File: config.mk
export PLATFORM = sky130hd
export DESIGN_NAME = clock_step_ctrl
export DESIGN_NICKNAME = d
export VERILOG_FILES = /design/src/rtl/clock_step_ctrl.sv
export SDC_FILE = /design/constraint.sdc
export NUM_CORES = 1
export LEC_CHECK = 0
export BUFFER_PORTS_ARGS = -buffer_cell sky130_fd_sc_hd__buf_2
export CORE_ASPECT_RATIO = 0.7
export CORE_MARGIN = 2
export CORE_UTILIZATION = 59
export DETAILED_ROUTE_END_ITERATION = 7
export PLACE_DENSITY = 0.84
export SYNTH_ARGS = -nofsm -noshare
export SYNTH_HDL_FRONTEND = slang
export SYNTH_SLANG_ARGS = --single-unit
File: constraint.sdc
create_clock -name clk -period 4.1 [get_ports clk]
set_input_delay 0.615 -clock clk [delete_from_list [all_inputs] [get_ports clk]]
set_output_delay 0.615 -clock clk [all_outputs]
set_load 0.02 [all_outputs]
File: src/rtl/clock_step_ctrl.sv
`default_nettype none
// ============================================================================
//  Module      : clock_step_ctrl
//  Description : Front-panel run / step / halt controller for the processor
//                clock. Synchronises and debounces three push-buttons, accepts
//                a CPU halt request and drives the registered enable of the
//                downstream positive-edge clock gate. Counts gated edges.
//  Ports       : clk            free-running clock (same as the edge gate)
//                rst_n          asynchronous active-low reset
//                run_btn_i      raw run button, active high
//                step_btn_i     raw step button, active high
//                halt_btn_i     raw halt button, active high
//                cpu_halt_i     synchronous CPU halt request, level
//                burst_len_i    edges per step press (0 behaves as 1)
//                en_o           registered enable to the edge gate
//                running_o      high in RUN
//                stepping_o     high in BURST
//                edges_left_o   remaining edges of the current burst
//                edge_count_o   gated edges since reset, wrapping
//  Revision    : 1.0 - initial release
// ============================================================================
module clock_step_ctrl #(
    parameter int SYNC_STAGES     = 2,
    parameter int DEBOUNCE_CYCLES = 16,
    parameter int CNT_W           = 8
) (
    input  logic             clk,
    input  logic             rst_n,
    input  logic             run_btn_i,
    input  logic             step_btn_i,
    input  logic             halt_btn_i,
    input  logic             cpu_halt_i,
    input  logic [CNT_W-1:0] burst_len_i,
    output logic             en_o,
    output logic             running_o,
    output logic             stepping_o,
    output logic [CNT_W-1:0] edges_left_o,
    output logic [31:0]      edge_count_o
);

    localparam int DBW = $clog2(DEBOUNCE_CYCLES + 1);

    typedef enum logic [1:0] {
        ST_HALT  = 2'd0,
        ST_RUN   = 2'd1,
        ST_BURST = 2'd2
    } state_t;

    // Button order in the vectors: 0 = run, 1 = step, 2 = halt
    logic [2:0] btn_raw;
    logic [2:0] press;

    assign btn_raw = {halt_btn_i, step_btn_i, run_btn_i};

    for (genvar b = 0; b < 3; b++) begin : g_btn
        logic [SYNC_STAGES-1:0] sync_q;
        logic [DBW-1:0]         db_cnt_q;
        logic                   level_q;
        logic                   press_q;
        logic                   sample;

        assign sample = sync_q[SYNC_STAGES-1];

        always_ff @(posedge clk or negedge rst_n) begin
            if (!rst_n) begin
                sync_q   <= '0;
                db_cnt_q <= '0;
                level_q  <= 1'b0;
                press_q  <= 1'b0;
            end else begin
                sync_q  <= {sync_q[SYNC_STAGES-2:0], btn_raw[b]};
                press_q <= 1'b0;
                if (sample == level_q) begin
                    db_cnt_q <= '0;
                end else if (db_cnt_q == DBW'(DEBOUNCE_CYCLES - 1)) begin
                    // This edge is the DEBOUNCE_CYCLES-th differing sample
                    level_q  <= sample;
                    db_cnt_q <= '0;
                    press_q  <= sample;    // rising level only
                end else begin
                    db_cnt_q <= db_cnt_q + DBW'(1);
                end
            end
        end

        assign press[b] = press_q;
    end

    state_t             state_q, state_d;
    logic [CNT_W-1:0]   edges_left_q, edges_left_d;
    logic               en_q, en_d;
    logic               running_q, running_d;
    logic               stepping_q, stepping_d;
    logic [31:0]        edge_count_q;
    logic               halt_req;

    assign halt_req = press[2] | cpu_halt_i;

    always_comb begin
        state_d      = state_q;
        edges_left_d = edges_left_q;
        case (state_q)
            ST_HALT: begin
                if (halt_req) begin
                    state_d = ST_HALT;
                end else if (press[1]) begin
                    state_d      = ST_BURST;
                    edges_left_d = (burst_len_i == '0) ? CNT_W'(1) : burst_len_i;
                end else if (press[0]) begin
                    state_d = ST_RUN;
                end
            end
            ST_RUN: begin
                if (halt_req) begin
                    state_d = ST_HALT;
                end
            end
            ST_BURST: begin
                if (halt_req || edges_left_q == CNT_W'(1)) begin
                    state_d      = ST_HALT;
                    edges_left_d = '0;
                end else begin
                    edges_left_d = edges_left_q - CNT_W'(1);
                end
            end
            default: begin
                state_d      = ST_HALT;
                edges_left_d = '0;
            end
        endcase
        // Outputs are decoded from the next state so they register with it
        en_d       = (state_d != ST_HALT);
        running_d  = (state_d == ST_RUN);
        stepping_d = (state_d == ST_BURST);
    end

    always_ff @(posedge clk or negedge rst_n) begin
        if (!rst_n) begin
            state_q      <= ST_HALT;
            edges_left_q <= '0;
            en_q         <= 1'b0;
            running_q    <= 1'b0;
            stepping_q   <= 1'b0;
            edge_count_q <= '0;
        end else begin
            state_q      <= state_d;
            edges_left_q <= edges_left_d;
            en_q         <= en_d;
            running_q    <= running_d;
            stepping_q   <= stepping_d;
            // An edge passes the gate when en was high before it
            edge_count_q <= edge_count_q + 32'(en_q);
        end
    end

    assign en_o         = en_q;
    assign running_o    = running_q;
    assign stepping_o   = stepping_q;
    assign edges_left_o = edges_left_q;
    assign edge_count_o = edge_count_q;

endmodule
`default_nettype wire
==> results of run 1 <==
## path summary, 6_finish.rpt
kind,from,end,depth (start not counted)
worst max register to register,edge_count_o[5],edge_count_o[29],4
min in group clk,g_btn[2].sync_q[0],g_btn[2].sync_q[1],0
worst min-delay path,rst_n,g_btn[0].sync_q[0],1
worst max-delay path,edge_count_o[5],edge_count_o[29],4
max in group asynchronous,rst_n,stepping_o,2
worst min register to register,g_btn[2].sync_q[0],g_btn[2].sync_q[1],0
## Yosys cell counts, types with 4 or more instances
library cell  count  area, um2
dfrtp_1          72       1800
ha_1              7       87.6
nor3b_1           7       52.6
buf_2             4       20.0
o21ai_0           5       25.0
nor2b_1           6       37.5
nand4b_1          4       35.0
nand3_1          15       75.1
and3_1           11       68.8
nand2_1          12       45.0
nor2_1           12       45.0
inv_1            11       41.3
a21oi_1          12       60.1
xnor2_1          34        298
o22ai_1           6       37.5
nand4_1          13       81.3
and4_1            5       43.8
## power by group
part	internal, mW	switching [mW]	leakage (nW)	total [mW]
combinational	0.0198	0.0329	0.754	0.0527
sequential	0.724	0.0123	0.966	0.736
clock	0.235	0.239	0.0834	0.474
total	0.978	0.284	1.80	1.26
## stage by stage
step | std cells | utilization
CTS | 414 | 0.707
floorplan | 275 | -
global route | 414 | 0.707
global placement | 398 | 0.675
detailed placement | 398 | 0.675
finish | 414 | 0.707
## layout make-up
| class | instances | area (um2) |
|---|---|---|
| Clock buffer | 13 | 149 |
| Timing Repair Buffer | 57 | 288 |
| Clock inverter | 3 | 17.5 |
| Inverter | 11 | 41.3 |
| Fill cell | 365 | 1530 |
| Tap cell | 72 | 90.1 |
| Multi-Input combinational cell | 186 | 1310 |
| Sequential cell | 72 | 1800 |
## critical path, cell delays in order, from the launching register on
cell     delay (ps)
dfrtp_1         430
and4_1          250
nor4b_2         860
nand4_1         280
xnor2_1         200
## registers in the layout, summed over array words and instances, names as in the netlist, 2 cells and up
signal,flops
edge_count_o,32
g_btn.press_q,3
g_btn.sync_q,6
state_q,2
g_btn.level_q,3
g_btn.db_cnt_q,15
edges_left_o,8
## layer usage
layer | up-vias | global-route usage | wire (um) | share of wire
li1 | 1100 | - | - | -
met1 | 1135 | 0.321 | 2860 | 0.47
met2 | 73 | 0.339 | 2830 | 0.47
met3 | 4 | 0.0700 | 344 | 0.057
met4 | 0 | 0.0709 | 29 | 0.0048
met5 | - | 0 | 0 | 0
## kinds of logic after synthesis
family	synth area share
AO/OA/AOI/OAI	0.0644
XOR/XNOR	0.102
adder cells (fa/ha/maj)	0.0275
buffers and inverters	0.0228
flip-flops	0.566
multiplexers	0.0169
AND/OR/NAND/NOR	0.201
==> metrics.cfg, run 1 <==
[outcome]
status = finished, final reports clean

[floorplan]
core_area_um2 = 5230
die_h_um = 65.5
dieWidth_um = 91.8
pin_count = 57
fp-row-count = 22
dieArea_um2 = 6010
initial_core_util = 0.609

[sta]
relSlewSlack = 0.291
worst_pin_slew_ps = 1060
hold_viol = 0
grt_setup_unrepaired = no
max_freq_ghz = 0.471
fin_worst_skew_ps = 9.87
setup_viol = 0
setup_ws_ps = 1980
timing.hold.ws_ps = 292
setup_tns_ps = 0
period_needed_ps = 2120
drv_slew = 0
post-route-period-util = 0.518

[cts]
clk_pin_slew_ps = 80
cts_buffers = 9
cts_tree = yes
cts_hold_buf = 0
clock_latency_ps = 340
htreeDepth = 3
clkSinkCount = 72
cts_setup_buffers = 0
cts_resized = 0
root_buffer = clkbuf_8
cts_buffer_depth = 2

[finish]
num_antenna_cells = 0
final_common_cell = dfrtp_1
nets = 358
syn2layout_area_growth_pct = 16.1
final_cell_mix = 72 x dfrtp_1, 56 x buf_2, 34 x xnor2_1, 15 x nand3_1, 13 x nand4_1
final_area_um2 = 3700
drive_gt1_frac = 0.243

[synth]
async_flop_share = 1.00
avgSynthCellArea_um2 = 11.6
synthDistinctLibCells = 41
yosys_warnings = 0
synthFlopType = dfrtp_1
synth_seq_cells = 72
synth_cells = 275
syn_area_um2 = 3190
yosysSeqAreaShare = 0.566
synth_edf_count = 0
synth_fp_nets = 296

[power_and_ir_drop]
power_mw = 1.26
p_leak_nw = 1.80
peakVddDrop_v = 0.000246
powerDensity_nw_per_um2 = 341

[flow_run]
drv_cap = 0

[routing]
dr.pass1.iters = 4
drt_first_iter_violations = 199
route.detailed.drc = 0
drt_wl_total_um = 6060
via_count = 2312
postRouteAntennaNets = 0
wl_per_cell_um = 14.6
viasPerCell = 5.58

[worst_setup_path]
crit_required_ps = 4330
path_max_fanout = 11
worstSetupPathType = flop to flop
critPathCaptureType = flop
worstSetupStartpointType = flop
reg2reg_slack_ps = 1980
critPathArrivalTime_ps = 2350

[global_routing]
antenna_found_initial = 0
track_usage = 0.227
grt.overflow.total = 0
grt_pass1_vias = 2204
grt_pass1_wl_um = 10600
grt_max_degree = 44

[placement]
placed_cell_area_um2 = 3530
hpwlAfterDp_um = 4290
gp_congestion = 0.965
detailedPlace.worstSlack_ps = 2060
port_buffers = 56

[worst_hold_path]
min_path_type = input port to asynchronous set/reset pin

(Power assumes the default switching activity.)
==> run 2, diff against run 1 <==
--- a/config.mk
+++ b/config.mk
@@ -8,9 +8,9 @@
 export BUFFER_PORTS_ARGS = -buffer_cell sky130_fd_sc_hd__buf_2
 export CORE_ASPECT_RATIO = 0.7
 export CORE_MARGIN = 2
-export CORE_UTILIZATION = 59
+export CORE_UTILIZATION = 55
 export DETAILED_ROUTE_END_ITERATION = 7
-export PLACE_DENSITY = 0.84
+export PLACE_DENSITY = 0.79
 export SYNTH_ARGS = -nofsm -noshare
 export SYNTH_HDL_FRONTEND = slang
 export SYNTH_SLANG_ARGS = --single-unit
==> constraint.sdc (replaced) <==
create_clock -name clk -period 2.05 [get_ports clk]
set_input_delay 0.3075 -clock clk [delete_from_list [all_inputs] [get_ports clk]]
set_output_delay 0.3075 -clock clk [all_outputs]
set_load 0.02 [all_outputs]
==> run 2 against run 1 <==
  * Non-clock buffer count is 4 higher
  * Core utilization is 4.7 points lower
  * Fmax is 15% higher
  * Sequential power is 100% higher
  * Setup slack worse by 1800 ps
  * Clock-buffer cell count is 1 lower
  * Clock skew is 1.9 ps lower
  * Critical path depth is 2 higher
  * Final cell count is 0.97% higher
  * Critical endpoint is now edge_count_o[20]
  * Largest power group unchanged
  * Highest routed layer unchanged
==> metrics.cfg, run 2 (synthesis results as in run 1) <==
[global_routing]
track_usage = 0.211  ; -0.0156
grt.overflow.total = 0  ; unchanged
grt_pass1_wl_um = 10000  ; -5.0%
grt_max_degree = 73  ; +66%
antenna_found_initial = 0  ; unchanged
grt_pass1_vias = 2162  ; -1.9%

[worst_hold_path]
min_to = g_btn[2].sync_q[0]
min-delay-start = halt_btn_i
min_path_type = input port to flop
min_path_cells = 1

[placement]
port_buffers = 56  ; unchanged
hpwlAfterDp_um = 4300  ; +0.17%
gp_congestion = 0.898  ; -7.0%
dpl.cell_count = 404  ; +1.5%
placed_cell_area_um2 = 3570  ; +1.1%

[worst_setup_path]
crit_top_cell = ha_1
path_max_fanout = 11  ; unchanged
rr_worst_depth = 6  ; +2
slowest_delay_ps = 350  ; -510 ps
worstSetupPathType = flop to flop
reg2reg_slack_ps = 200  ; -1780 ps
r2r_start = en_o
crit_required_ps = 2300  ; -2030 ps
crit_slowest_cell = and3_2
cp_cell_sequence = ha_1 > ha_1 > and4_1 > and3_2 > nand4_1 > xnor2_1
r2r-end = edge_count_o[20]
worstSetupStartpointType = flop
critPathCaptureType = flop
critPathArrivalTime_ps = 2100  ; -250 ps

[finish]
post_layout_nonfiller_instances = 418  ; +0.97%
final_cell_mix = 72 x dfrtp_1, 56 x buf_2, 34 x xnor2_1, 15 x nand3_1, 13 x nand4_1
fillers = 436  ; +19%
drive_gt1_frac = 0.251  ; +0.00804
syn2layout_area_growth_pct = 17.5
largest_register_ffs = 32  ; unchanged
nets = 362  ; +1.1%
final_common_cell = dfrtp_1
final_area_um2 = 3740  ; +1.2%
num_antenna_cells = 0  ; unchanged

[routing]
drt-met1-wl_um = 2890  ; +1.2%
wl_per_cell_um = 14.8  ; +0.96%
dr.pass1.iters = 4  ; unchanged
postRouteAntennaNets = 0  ; unchanged
drt_wl_total_um = 6170  ; +1.9%
viasPerCell = 5.50  ; -1.5%
dr_wl_met3_um = 400  ; +16%
route.detailed.drc = 0  ; unchanged
drt_first_iter_violations = 240  ; +21%
routed.top_layer = met4
via_count = 2300  ; -0.52%
wl_met2_um = 2820  ; -0.39%

[floorplan]
fp-row-count = 23  ; +4.5%
pin_count = 57  ; unchanged
die_h_um = 67.7  ; +3.4%
dieWidth_um = 95.0  ; +3.4%
initial_core_util = 0.562  ; -0.0472
dieArea_um2 = 6430  ; +6.9%
core_area_um2 = 5670  ; +8.4%

[outcome]
status = finished, final reports clean

[sta]
post-route-period-util = 0.903  ; +0.385
hold_viol = 0  ; unchanged
drv_slew = 0  ; unchanged
setup_viol = 0  ; unchanged
period_needed_ps = 1850  ; -271 ps
worst_pin_slew_ps = 582  ; -478 ps
max_freq_ghz = 0.540  ; +15%
relSlewSlack = 0.612  ; +0.321
timing.hold.ws_ps = 63.7  ; -229 ps
fin_worst_skew_ps = 7.97  ; -1.90 ps
grt_setup_unrepaired = no
setup_tns_ps = 0  ; unchanged

[cts]
cts_buffers = 9  ; unchanged
cts_buffer_depth = 2  ; unchanged
cts_tree = yes
root_buffer = clkbuf_8
clkSinkCount = 72  ; unchanged
htreeDepth = 3  ; unchanged
clk_pin_slew_ps = 70  ; about the same
clock_latency_ps = 340  ; about the same

[power_and_ir_drop]
peakVddDrop_v = 0.000427  ; +73%
powerDensity_nw_per_um2 = 677  ; +98%
p_leak_nw = 1.83  ; +1.4%

[flow_run]
drv_cap = 0  ; unchanged

==> run 2: changes by cell type in the layout (fill, tap and decap cells not counted) <==
cell	previous run	this run
clkinv_2	2	1
clkbuf_8	10	11
and3_2	0	1
buf_12	0	1
and3_1	11	10
clkinvlp_4	1	0
buf_4	1	3
clkbuf_1	3	1
dlygate4sd3_1	0	1
==> run 2: layer usage <==
metal	GRT usage	vias to the layer above
met1	0.289	1113
met4	0.0779	0
met3	0.0781	7
met5	0	-
met2	0.309	72
li1	-	1108
==> run 2: layout make-up <==
type                       instances  area (um2)  area share
sequential                        72        1800       0.481
multi-input combinational        186        1310       0.351
timing repair buffer              61         333      0.0889
clock buffer                      12         155      0.0415
tap                               75        93.8      0.0251
inverter                          11        41.3      0.0110
clock inverter                     1        5.00     0.00134
==> run 2: critical path: cells and delay by family (launching register included) <==
family	cells	cell delay (ps)
flip-flops	1	340
adder cells (fa/ha/maj)	2	410
AND/OR/NAND/NOR	3	780
XOR/XNOR	1	220
==> run 2: stage by stage <==
step | setup slack, ps | utilization | power, mW
after CTS | 78.5 | 0.660 | 2.56
after global placement | 250 | 0.630 | 1.61
after floorplan | 248 | - | 1.54
after global routing | 42.4 | 0.660 | 2.66
final | 199 | 0.660 | 2.53
after detailed placement | 150 | 0.630 | 1.61
==> run 2: how the worst max path moves through the flow <==
stage                                from          endpoint  slack (ps)  cells after the start
after floorplan           edge_count_o[0]  edge_count_o[24]         250                      7
after global routing      edge_count_o[0]  edge_count_o[20]          40                      6
after detailed placement  edge_count_o[0]  edge_count_o[14]         150                      6
after CTS                 edge_count_o[0]  edge_count_o[20]          80                      6
after global placement               en_o  edge_count_o[22]         250                      6
final                                en_o  edge_count_o[20]         200                      6
==> run 2: power by group <==
| group | leakage, nW | switching, mW | internal, mW |
|---|---|---|---|
| Clock | 0.0842 | 0.469 | 0.483 |
| Combinational | 0.778 | 0.0661 | 0.0436 |
| Sequential | 0.966 | 0.0245 | 1.45 |
| Total | 1.83 | 0.559 | 1.98 |
==> run 2: what timing repair did <==
action,CTS,global route
resized for setup,0,1
buffers inserted,0,0
endpoints found under the hold margin,36,0
endpoints found under the setup margin,0,9
hold buffers,1,0
==> run 3, diff against run 2 <==
--- a/config.mk
+++ b/config.mk
@@ -10,7 +10,8 @@
 export CORE_MARGIN = 2
 export CORE_UTILIZATION = 55
 export DETAILED_ROUTE_END_ITERATION = 7
-export PLACE_DENSITY = 0.79
+export PLACE_DENSITY = 0.75
 export SYNTH_ARGS = -nofsm -noshare
 export SYNTH_HDL_FRONTEND = slang
 export SYNTH_SLANG_ARGS = --single-unit
+export TNS_END_PERCENT = 50
==> run 3 against run 2 <==
  * Setup slack lost 38 ps
  * Die area did not move
  * Register-to-register slack lost 40 ps
  * Final cell count rose by 0.96%
  * Sequential cell count is the same
  * Clock power up 31%
  * Clock skew fell by 2.1 ps
  * Sequential share of layout area shrank 1.1 points
  * Combinational power about the same
  * Non-clock buffer count up 1
  * Power increased by 12%
  * Fmax shrank 2.0%
  * Largest cell class unchanged
  * Highest routed layer unchanged
==> metrics.cfg, run 3 (synthesis results as in run 1) <==
[outcome]
status = finished, final reports clean

[finish]
post_layout_nonfiller_instances = 422  ; +0.96%
num_antenna_cells = 0  ; unchanged
final_cell_mix = 72 x dfrtp_1, 56 x buf_2, 34 x xnor2_1, 15 x nand3_1, 15 x clkbuf_8
nets = 363  ; +0.28%
largest_register_ffs = 32  ; unchanged
final_common_cell = dfrtp_1
syn2layout_area_growth_pct = 20.1
drive_gt1_frac = 0.262  ; +0.0115
fillers = 436  ; unchanged

[worst_setup_path]
worstSetupPathType = flop to flop
worstSetupStartpointType = flop
crit_slowest_cell = dfrtp_1
cp_cell_sequence = inv_1 > ha_1 > nor3b_1 > a21oi_2 > or2_2 > or2_1
crit_required_ps = 2280  ; -20 ps
critPathCaptureType = flop
critPathArrivalTime_ps = 2120  ; +20 ps
critPathBufInv = 1  ; +1
path_max_fanout = 9  ; -2
worst_path_dominant_cell_family = simple AND/OR/NAND/NOR gates
slowest_delay_ps = 400  ; +50 ps

[sta]
setup_viol = 0  ; unchanged
post-route-period-util = 0.922  ; +0.0185
max_freq_ghz = 0.529  ; -2.0%
worst_pin_slew_ps = 463  ; -119 ps
relSlewSlack = 0.689  ; +0.0768
drv_slew = 0  ; unchanged
setup_tns_ps = 0  ; unchanged
period_needed_ps = 1890  ; +37.9 ps
grt_setup_unrepaired = no
fin_worst_skew_ps = 5.84  ; -2.13 ps
hold_viol = 0  ; unchanged

[placement]
gp_congestion = 0.912  ; +1.5%
hpwlAfterDp_um = 4290  ; -0.11%
dpl.cell_count = 405  ; +0.25%
port_buffers = 56  ; unchanged

[cts]
cts_buffers = 9  ; unchanged
clkSinkCount = 72  ; unchanged
cts_tree = yes
cts_setup_buffers = 0  ; unchanged
htreeDepth = 3  ; unchanged
cts_buffer_depth = 2  ; unchanged
clk_pin_slew_ps = 70  ; about the same
clock_latency_ps = 340  ; about the same
root_buffer = clkbuf_8

[global_routing]
antenna_found_initial = 0  ; unchanged
grt_max_degree = 73  ; unchanged
track_usage = 0.207  ; -0.00447
grt.overflow.total = 0  ; unchanged
grt_pass1_wl_um = 9940  ; -0.90%
grt_pass1_vias = 2115  ; -2.2%

[floorplan]
dieWidth_um = 95.0  ; unchanged
initial_core_util = 0.562  ; unchanged
die_h_um = 67.7  ; unchanged
fp-row-count = 23  ; unchanged
dieArea_um2 = 6430  ; unchanged
core_area_um2 = 5670  ; unchanged
pin_count = 57  ; unchanged

[routing]
via_count = 2290  ; -0.43%
drt_first_iter_violations = 111  ; -54%
postRouteAntennaNets = 0  ; unchanged
wl_per_cell_um = 14.7  ; -0.31%
dr.pass1.iters = 4  ; unchanged
viasPerCell = 5.43  ; -1.4%
route.detailed.drc = 0  ; unchanged
drt_wl_total_um = 6210  ; +0.65%

[flow_run]
drv_cap = 0  ; unchanged

[power_and_ir_drop]
peakVddDrop_v = 0.000476  ; +11%
switching_share = 0.205  ; -0.0153
intPower_mw = 2.25  ; +14%
powerDensity_nw_per_um2 = 741  ; +9.4%
p_switching_uw = 583  ; +4.2%
power_frac_comb = 0.039  ; -0.004
power_mw = 2.84  ; +12%
p_leak_nw = 1.87  ; +2.4%
seqPwrFrac = 0.519  ; -0.062
power_frac_clock = 0.442  ; +0.066

[worst_hold_path]
min_path_type = input port to flop

[run 3: through the flow]
step | setup slack (ps) | area (um2) | utilization | hold slack (ps)
2_1_floorplan | 248 | 3190 | - | 11.9
3_3_place_gp | 255 | 3580 | 0.631 | 332
3_5_place_dp | 144 | 3580 | 0.631 | 337
4_1_cts | 117 | 3820 | 0.675 | 52.7
5_1_grt | 85.3 | 3830 | 0.675 | 48.3
6_report | 161 | 3830 | 0.675 | 69.0
[run 3: worst paths after layout]
| path | start | to | slack, ps | depth (start not counted) |
|---|---|---|---|---|
| setup / recovery | edges_left_o[1] | en_o | 160 | 6 |
| hold / removal | step_btn_i | g_btn[1].sync_q[0] | 70 | 1 |
| setup reg to reg | edges_left_o[1] | en_o | 160 | 6 |
| hold reg to reg | g_btn[2].sync_q[0] | g_btn[2].sync_q[1] | 350 | 0 |
| max in group asynchronous | rst_n | g_btn[2].sync_q[1] | 1230 | 3 |
| min in group asynchronous | rst_n | edges_left_o[4] | 510 | 3 |
[run 3: layout make-up]
class | count | area, um2 | area share
Clock inverter | 1 | 30.0 | 0.00785
Timing Repair Buffer | 62 | 340 | 0.0889
Inverter | 11 | 41.3 | 0.0108
Tap cell | 75 | 93.8 | 0.0245
Multi-Input combinational cell | 186 | 1310 | 0.343
Clock buffer | 15 | 206 | 0.0540
Sequential cell | 72 | 1800 | 0.471
[run 3: what timing repair did]
item,CTS,global route
hold buffers,1,0
hold endpoints to repair,34,0
gates resized for setup,0,1
setup endpoints to repair,0,1
[run 3: routing by layer]
layer	part of all wire	track usage
met2	0.44	0.296
met1	0.48	0.292
met4	0.015	0.0870
met5	0	0
met3	0.060	0.0647
[run 3: power groups by stage]
stage / clock network (mW) / registers (mW) / logic (mW)
after CTS: 1.29 / 1.47 / 0.114
after detailed placement: 0 / 1.50 / 0.111
after global placement: 0 / 1.50 / 0.109
after floorplan: 0 / 1.50 / 0.0387
after global routing: 1.34 / 1.47 / 0.128
final: 1.25 / 1.47 / 0.111
[run 3: worst register-to-register path, cell delays in order (launching register included)]
cell,delay [ps]
dfrtp_1,400
inv_1,110
ha_1,180
nor3b_1,330
a21oi_2,190
or2_2,360
or2_1,210
